<file path="src/rtl/cache_axi_bridge.sv">
// Memory-side bridge of the data cache: turns cache read/write requests into AXI4
// transactions, one read and one write outstanding, with a one-line write-back buffer.
//
// state  | meaning
// R_IDLE | no read outstanding, ready for the cache
// R_AR   | read address presented, waiting for arready
// R_DATA | collecting R beats, forwarded straight to the cache
// W_IDLE | write buffer free, ready for the cache
// W_AW   | write address presented, waiting for awready
// W_DATA | streaming buffered words on W
// W_RESP | waiting for the B response
module cache_axi_bridge #(
    parameter logic [3:0] RD_ID = 4'd0,
    parameter logic [3:0] WR_ID = 4'd1
) (
    input  logic         clk,
    input  logic         rst,
    input  logic         rd_req,
    input  logic [2:0]   rd_type,
    input  logic [31:0]  rd_addr,
    output logic         rd_rdy,
    input  logic         wr_req,
    input  logic [2:0]   wr_type,
    input  logic [31:0]  wr_addr,
    input  logic [3:0]   wr_wstrb,
    input  logic [127:0] wr_wdata,
    output logic         wr_rdy,
    output logic         ret_valid,
    output logic [1:0]   ret_last,
    output logic [31:0]  ret_data,
    output logic [3:0]   arid,
    output logic [31:0]  araddr,
    output logic [7:0]   arlen,
    output logic [2:0]   arsize,
    output logic [1:0]   arburst,
    output logic         arvalid,
    input  logic         arready,
    input  logic [31:0]  rdata,
    input  logic [1:0]   rresp,
    input  logic         rlast,
    input  logic         rvalid,
    output logic         rready,
    output logic [3:0]   awid,
    output logic [31:0]  awaddr,
    output logic [7:0]   awlen,
    output logic [2:0]   awsize,
    output logic [1:0]   awburst,
    output logic         awvalid,
    input  logic         awready,
    output logic [31:0]  wdata,
    output logic [3:0]   wstrb,
    output logic         wlast,
    output logic         wvalid,
    input  logic         wready,
    input  logic [1:0]   bresp,
    input  logic         bvalid,
    output logic         bready
);

    localparam logic [2:0] TYPE_LINE = 3'b100;

    typedef enum logic [1:0] {R_IDLE, R_AR, R_DATA} rstate_t;
    typedef enum logic [1:0] {W_IDLE, W_AW, W_DATA, W_RESP} wstate_t;

    rstate_t        rstate;
    wstate_t        wstate;
    logic [127:0]   wbuf_data;
    logic [3:0]     wbuf_strb;
    logic           wbuf_line;
    logic [1:0]     cnt;
    logic           hazard;
    logic           rd_fire;
    logic           wr_fire;
    logic           rd_line;
    logic           wr_line;
    logic           unused_resp;

    assign unused_resp = ^{rresp, bresp};

    assign rd_line = (rd_type == TYPE_LINE);
    assign wr_line = (wr_type == TYPE_LINE);

    assign wr_rdy  = (wstate == W_IDLE);
    assign wr_fire = wr_req & wr_rdy;

    // awaddr holds the buffered line address for the whole write; its [31:4] is the line tag
    assign hazard = ((wstate != W_IDLE) && (rd_addr[31:4] == awaddr[31:4])) ||
                    (wr_fire && (rd_addr[31:4] == wr_addr[31:4]));
    assign rd_rdy  = (rstate == R_IDLE) & ~hazard;
    assign rd_fire = rd_req & rd_rdy;

    assign arid    = RD_ID;
    assign arburst = 2'b01;
    assign awid    = WR_ID;
    assign awburst = 2'b01;

    assign ret_valid = rready & rvalid;
    assign ret_data  = rdata;
    assign ret_last  = {1'b0, rready & rlast};

    assign wdata = wbuf_data[{cnt, 5'b00000} +: 32];
    assign wstrb = wbuf_line ? 4'hF : wbuf_strb;
    assign wlast = (cnt == awlen[1:0]);

    always_ff @(posedge clk or negedge rst) begin
        if (!rst) begin
            rstate  <= R_IDLE;
            arvalid <= 1'b0;
            rready  <= 1'b0;
            araddr  <= '0;
            arlen   <= '0;
            arsize  <= '0;
        end else begin
            case (rstate)
                R_IDLE: begin
                    if (rd_fire) begin
                        araddr  <= rd_line ? {rd_addr[31:4], 4'h0} : rd_addr;
                        arlen   <= rd_line ? 8'd3 : 8'd0;
                        arsize  <= rd_line ? 3'd2 : {1'b0, rd_type[1:0]};
                        arvalid <= 1'b1;
                        rstate  <= R_AR;
                    end
                end
                R_AR: begin
                    if (arready) begin
                        arvalid <= 1'b0;
                        rready  <= 1'b1;
                        rstate  <= R_DATA;
                    end
                end
                R_DATA: begin
                    if (rvalid && rlast) begin
                        rready <= 1'b0;
                        rstate <= R_IDLE;
                    end
                end
                default: rstate <= R_IDLE;
            endcase
        end
    end

    always_ff @(posedge clk or negedge rst) begin
        if (!rst) begin
            wstate    <= W_IDLE;
            awvalid   <= 1'b0;
            wvalid    <= 1'b0;
            bready    <= 1'b0;
            awaddr    <= '0;
            awlen     <= '0;
            awsize    <= '0;
            wbuf_data <= '0;
            wbuf_strb <= '0;
            wbuf_line <= 1'b0;
            cnt       <= '0;
        end else begin
            case (wstate)
                W_IDLE: begin
                    if (wr_fire) begin
                        awaddr    <= wr_line ? {wr_addr[31:4], 4'h0} : wr_addr;
                        awlen     <= wr_line ? 8'd3 : 8'd0;
                        awsize    <= wr_line ? 3'd2 : {1'b0, wr_type[1:0]};
                        wbuf_data <= wr_wdata;
                        wbuf_strb <= wr_wstrb;
                        wbuf_line <= wr_line;
                        cnt       <= '0;
                        awvalid   <= 1'b1;
                        wstate    <= W_AW;
                    end
                end
                W_AW: begin
                    if (awready) begin
                        awvalid <= 1'b0;
                        wvalid  <= 1'b1;
                        wstate  <= W_DATA;
                    end
                end
                W_DATA: begin
                    if (wready) begin
                        cnt <= cnt + 2'd1;
                        if (wlast) begin
                            wvalid <= 1'b0;
                            bready <= 1'b1;
                            wstate <= W_RESP;
                        end
                    end
                end
                W_RESP: begin
                    if (bvalid) begin
                        bready <= 1'b0;
                        wstate <= W_IDLE;
                    end
                end
                default: wstate <= W_IDLE;
            endcase
        end
    end

endmodule

</file>
<file path="config.mk">
export PLATFORM = sky130hd
export DESIGN_NAME = cache_axi_bridge
export DESIGN_NICKNAME = d
export VERILOG_FILES = /design/src/rtl/cache_axi_bridge.sv
export SDC_FILE = /design/constraint.sdc
export NUM_CORES = 1
export LEC_CHECK = 0
export ABC_AREA = 0
export CORE_MARGIN = 8
export CORE_UTILIZATION = 44
export CTS_BUF_LIST = sky130_fd_sc_hd__clkbuf_4
export DETAILED_ROUTE_END_ITERATION = 6
export GPL_TIMING_DRIVEN = 1
export HOLD_SLACK_MARGIN = 0.15
export PLACE_DENSITY_LB_ADDON = 0.3
export RECOVER_POWER = 100
export SYNTH_ARGS = -nofsm -noshare
export SYNTH_HDL_FRONTEND = slang
export SYNTH_SLANG_ARGS = --single-unit
</file>
<file path="constraint.sdc">
create_clock -name clk -period 2.9 [get_ports clk]
set_clock_uncertainty 0.05 [all_clocks]
set_input_delay 0.58 -clock clk [delete_from_list [all_inputs] [get_ports clk]]
set_output_delay 0.58 -clock clk [all_outputs]
set_load 0.05 [all_outputs]
</file>
Yosys cells after proc, flatten, opt, wreduce, memory -nomap -nowiden
Cells that the tools add are included.

Flip-flop bits (word level): 230. Input bits: 248.

Add/subtract/negate cells: 1. Equality and inequality tests: 18. Shifts and indexed selects: 1. Muxes and demuxes: 37. Bitwise logic cells: 6. Reduce and logical (&&, ||, !) cells: 23.

Operator list (count): indexed part select 128 x 8 -> 32 bit (1); equality test 28 bit (2); two-way mux 2 bit (14); AND reduction 3 bit (5); != test 2 bit (second input constant) (7); nonzero test 2 bit (7); two-way mux 1 bit (12); two-way mux 4 bit (3); case mux 1 bit (2 select lines) (5); case mux 2 bit (4 select lines) (1); AND reduction 4 bit (2); equality test 2 bit (second input constant) (3); equality test 3 bit (second input constant) (2); case mux 2 bit (3 select lines) (1); bitwise AND 1 bit (5); AND reduction 5 bit (1); equality test 2 x 1 -> 1 bit (second input constant) (2); logical NOT 2 bit (2); case mux 2 bit (2 select lines) (1); AND reduction 2 bit (2); logical AND 1 bit (3); adder 2 x 1 -> 2 bit (second input constant) (1); equality test 2 bit (1); != test 2 x 1 -> 1 bit (second input constant) (1); 2 further kinds (2).

Longest topological paths before layout
Depth after elaboration: 9. Gate-level depth with buffers: 8. Gate-level depth less buffers: 7.

Least setup slack after synthesis
OpenSTA, ideal clock, no wires.

Path kind: flip-flop to output port. Start: register wstate[0]. End: output port rd_rdy. Arrival time: 1.984 ns. Slack: 0.286 ns. Stages on the path, launching flop included: 7. Path through: dfrtp_1 -> inv_1 -> ha_1 -> nand2_2 -> nor3_1 -> nand4_2 -> and3_2.

Word-level cells in the longest chain between the ends: 6. Elaborated cells between the ends (all ways): 8.

RTL lines: from (decl) (RTL line 66) `wstate_t wstate;`; from (signal assigned) (RTL line 144) `wstate <= W_IDLE;`; from (signal assigned) (RTL line 167) `wstate <= W_AW;`; from (signal assigned) (RTL line 174) `wstate <= W_DATA;`; logical NOT 2 bit (RTL line 83) `assign wr_rdy = (wstate == W_IDLE);`; named net wr_rdy (RTL line 27) `output logic wr_rdy,`; bitwise AND 1 bit (RTL line 84) `assign wr_fire = wr_req & wr_rdy;`; logical AND 1 bit (RTL line 88) `(wr_fire && (rd_addr[31:4] == wr_addr[31:4]));`; logical OR 1 bit (RTL line 87) `assign hazard = ((wstate != W_IDLE) && (rd_addr[31:4] == awaddr[31:4])) ||`; inverter 1 bit (RTL line 89) `assign rd_rdy = (rstate == R_IDLE) & ~hazard;`; bitwise AND 1 bit (RTL line 89); to (decl) (RTL line 21) `output logic rd_rdy,`.

The timed path passes the listed nets, and every way through them passes these cells.

Worst setup path after layout
Start: input port rd_addr[12]. End: output port rd_rdy.

Word-level cells in the longest chain between the ends: 5. Elaborated cells between the ends (all ways): 7.

RTL lines: from (decl) (RTL line 20) `input logic [31:0] rd_addr,`; equality test 28 bit, on equally long branches (RTL line 87, 88); logical AND 1 bit, on equally long branches (RTL line 87, 88); logical OR 1 bit (*) (RTL line 87); inverter 1 bit (*) (RTL line 89); bitwise AND 1 bit (*) (RTL line 89).

Mark *: on every way between the ends. The rest lies on a longest branch, timed or not.

==> results by stage <==
Worst setup path:
- The launching point of the worst reg2reg path is wstate[1].
- The data arrival at the endpoint of the critical path is around 2.4 ns.
- The number of cells on the worst reg-to-reg path is 6.
- The slowest stage of the critical path belongs to the cell sky130_fd_sc_hd__clkdlybuf4s50_1.
- The largest single stage delay on the critical path is ~0.44 ns.
- The total buffers and inverters traversed by the critical path is 4.
- The kind of capture point of the worst setup path is a primary output.
- Data on the critical path is required at its endpoint by about 2.3 ns.
- The worst setup path is launched from an input pin.
- The critical path crosses 8 cells after its start point.
- The critical path goes through clkdlybuf4s50_1, buf_4, xor2_1, nor4_2, buf_4, nand4_4, and3_4, buf_8.
- The family of cells with the greatest summed delay on the critical path is buffers and inverters.
- The worst setup path is of the input pin to primary output kind.
- Setup slack on the worst reg-to-reg path comes out at 0.06 ns.
- The capture point of the critical path is rd_rdy.
- The most repeated library cell on the critical path is sky130_fd_sc_hd__buf_4.
- The critical path starts at rd_addr[12].
- The worst register-to-register path ends at wbuf_data[11].
- The largest fanout on the critical path is 3.

Synth:
- For this run, the leading register cell type out of synthesis is sky130_fd_sc_hd__dfrtp_1.
- The count of yosys warnings during synthesis is 0.
- The sequential fraction of the synthesis area is 0.5259.
- Summing every instance area after synthesis gives 10,140 um2.
- The synthesized design contains around 210 register bits.
- Counting every instance in the synthesized netlist gives 702.
- Synthesis instantiated 42 different standard cells from the library.
- The mean post-synth cell area is 14.44 um2.
- The share of synthesized registers carrying an async set or reset is 1.000.
- The number of synthesized flops with an enable pin is 0.

Global route:
- For this run, the total global-route usage over all layers was measured as 0.2043.
- The wire length of the first global-routing pass is ~45 mm.
- The number of antenna violations at the first check in global routing came to 2.
- The global-route congestion overflow total is 0.
- The largest net degree at the start of global routing is 93.
- The number of global-route vias before repair is 7,946.

Timing:
- The normalized max-slew margin is -0.2314.
- For the pin with the worst max-slew slack, the measured transition is 1.847 ns.
- Dividing the final minimum period by the clock period gives 1.033.
- The final critical-path required period is 2.996 ns.
- The final-report max-slew violation count was 69.
- Once routing completed, OpenROAD measured the worst setup slack at -0.09577 ns.
- The final number of setup-violating endpoints is 1.
- Setup repair after global routing could not meet its margin everywhere.
- The number of hold violations in the final report was 0.
- Derived from the worst setup path, the maximum achievable clock frequency is 333.8 MHz.

CTS:
- At the later pin of the worst-skew pair, clock insertion delay measures 0.68 ns.
- CTS built an H-tree with a depth of 2.
- The root buffer cell is sky130_fd_sc_hd__clkbuf_4.
- Buffers inserted during clock tree synthesis total 57.
- The clock drives 213 sinks.
- TritonCTS built the clock tree.
- The clock edge transition at the registers on the reported setup and hold paths is roughly 0.07 ns.
- The clock passes through at most 3 buffers.

Floorplanning:
- The effective utilization at floorplan is 0.4477.
- From bottom edge to top edge, the die measures 167.8 um.
- The top-level I/O count is 425.
- The cell row count is 55.
- The area enclosed by the die boundary is about 28,000 um2.
- The placeable core region is 22,640 um2.
- In this run the horizontal extent of the chip is between 150 and 200 um.

Place:
- Routability-driven placement finished with a final weighted congestion of 0.7713.
- Counting tap cells, the placed design contains a total of 1,286 instances.
- The HPWL after detailed placement is ~22 mm.
- The count of buffers added on input and output ports is 329.

Finish:
- The layout filler cell count is 1,668.
- The library cells used most frequently in the layout, excluding fill and tap cells, are sky130_fd_sc_hd__clkdlybuf4s50_1 (277), sky130_fd_sc_hd__dfrtp_1 (213), sky130_fd_sc_hd__mux2_2 (166).
- Of the cells placed in the final design, the portion with a size suffix greater than 1 is 0.3801.
- The signed area change from the synthesized netlist to the final layout is 48.19%.
- The share of the core filled with cells is 0.6634.
- The final-stage net count is 1,329.
- Leaving out filler cells and counting taps, the final layout contains 1,405.
- Leaving out fill and tap cells, the most frequent cell in the layout is sky130_fd_sc_hd__clkdlybuf4s50_1.

Route:
- Summed over all nets, wire length on met3 after detailed routing comes to 2.819 mm.
- The number of search-and-repair iterations in the first detailed-routing pass is 4.
- For this block, wires on met1 add up to about 11 mm.
- The detailed router placed 7,060 vias in this run.
- The post-route antenna net violation count is 0.
- The detailed router used layers up to and including met4.
- The routed length on met2 is 15.03 mm.
- The total wire length after detailed routing is 29.43 mm.
- For this run, design rule violations remaining after detail routing come to 0.
- Dividing the detail-routed via count by the number of cells gives ~5.
- The number of DRC violations after detailed-routing iteration 0 is 326.
- Dividing the detail-routed wire length by the instance count gives 20.94 um.

Power and ir drop:
- For this design the static power due to leakage is 0.006576 uW.
- Power spread over the standard cell area amounts to roughly 1300 nW/um2.
- Across the VDD grid, the largest voltage drop is between 900 and 1000 uV.

Min path:
- In this run the worst hold path is classified as input pin to flop.

Run status:
- The run finished, with violations left.
- The final reports fail on max-capacitance violations, max-slew violations, negative setup slack.

Run:
- The max-capacitance violation count is 1.
==> final cells by class <==
class | count | area (um2) | share of cell area
inverters | 14 | 52.55 | 0.003499
well taps | 285 | 356.6 | 0.02374
flip-flops and latches | 213 | 5330 | 0.3549
repair buffers | 382 | 4184 | 0.2785
clock buffers | 86 | 645.6 | 0.04298
clock inverters | 15 | 95.09 | 0.006331
diodes | 2 | 5.005 | 0.0003332
multi-input cells | 408 | 4352 | 0.2897
==> worst register-to-register path: stages (launching register included) <==
cell	delay [ns]
sky130_fd_sc_hd__dfrtp_1	0.39
sky130_fd_sc_hd__inv_1	0.12
sky130_fd_sc_hd__ha_4	0.21
sky130_fd_sc_hd__nand2_8	0.07
sky130_fd_sc_hd__clkbuf_4	0.86
sky130_fd_sc_hd__buf_12	0.49
sky130_fd_sc_hd__mux2_2	0.47
==> sequential cells by signal (all words and copies together) (netlist names) <==
name       flops
araddr        32
arlen          1
arsize         2
arvalid        1
awaddr        32
awlen          1
awsize         2
awvalid        1
bready         1
cnt            2
rready         1
rstate         2
wbuf_data    128
wbuf_strb      4
wstate         2
wvalid         1
==> cells by family (layout without fill, tap and decap cells) <==
group / after synthesis / count (layout) / synth area share
AND/OR/NAND/NOR: 64 / 64 / 0.03604
adder cells (fa/ha/maj): 5 / 5 / 0.006172
XOR/XNOR: 55 / 55 / 0.04752
multiplexers: 231 / 231 / 0.2996
other: 2 / 29 / 0.0007409
AO/OA/AOI/OAI: 26 / 26 / 0.01654
buffers and inverters: 106 / 497 / 0.06752
flip-flops: 213 / 213 / 0.5259
==> where the power goes <==
part           total (uW)  internal, uW  leakage, uW  switching, uW
registers            5420          4500      0.00252            918
clock network        2680          1440     0.000442           1240
logic               11700          5550      0.00361           6190
total               19800         11500      0.00658           8350
==> metrics by stage <==
step                worst slack, ns   TNS, ns  area [um2]  power (uW)  hold slack [ns]
floorplan                    0.2857         0       10230       12560           0.2344
global placement            -0.2483    -1.617       13960       16790           0.4157
detailed placement          -0.2757    -2.225       13960       16970           0.4295
CTS                        -0.04871  -0.04871       14900       19970           0.3124
global route                -0.1265    -4.881       15020       20850           0.1588
finish                     -0.09577  -0.09577       15020       19840           0.1956
==> Yosys cell counts, types with 5 or more instances <==
master / count / share of area
sky130_fd_sc_hd__mux2_2: 166 / 0.18
sky130_fd_sc_hd__nand3_1: 5 / 0.0025
sky130_fd_sc_hd__inv_1: 14 / 0.0052
sky130_fd_sc_hd__buf_4: 62 / 0.046
sky130_fd_sc_hd__buf_1: 5 / 0.0019
sky130_fd_sc_hd__a21oi_1: 9 / 0.0044
sky130_fd_sc_hd__ha_1: 5 / 0.0062
sky130_fd_sc_hd__dfrtp_1: 213 / 0.53
sky130_fd_sc_hd__nor2_1: 6 / 0.0022
sky130_fd_sc_hd__xnor2_1: 43 / 0.037
sky130_fd_sc_hd__mux2i_1: 9 / 0.0089
sky130_fd_sc_hd__nand4_1: 10 / 0.0062
sky130_fd_sc_hd__nand2_1: 18 / 0.0067
sky130_fd_sc_hd__mux4_2: 32 / 0.071
sky130_fd_sc_hd__mux2_4: 23 / 0.034
sky130_fd_sc_hd__a22o_1: 7 / 0.0060
sky130_fd_sc_hd__clkbuf_1: 18 / 0.0067
sky130_fd_sc_hd__xor2_1: 12 / 0.010
sky130_fd_sc_hd__o21ai_0: 6 / 0.0030
==> worst min-delay path by stage <==
stage,startpoint,endpoint,slack [ns],depth (start not counted)
after global placement,awsize[0],awsize[0],0.42,2
after detailed placement,awsize[1],awsize[1],0.43,2
final,wr_addr[7],awaddr[7],0.20,2
after CTS,rd_addr[9],araddr[9],0.31,2
after floorplan,rst,araddr[0],0.23,0
after global routing,wr_addr[7],awaddr[7],0.16,2
==> layer usage <==
metal	vias up	track usage
met5	-	0
met4	0	0.06638
met3	39	0.08606
met2	299	0.3498
met1	3530	0.2270
li1	3192	-
==> repair_timing <==
| action | in CTS | in global routing |
|---|---|---|
| hold endpoints to repair | 66 | 0 |
| buffers inserted | 9 | 4 |
| cloned | 1 | 1 |
| setup endpoints to repair | 32 | 30 |
| hold buffers | 1 | 0 |
| pin swaps | 10 | 16 |
| resized for setup | 19 | 21 |
No activity file was read; power rests on OpenSTA's default activity.
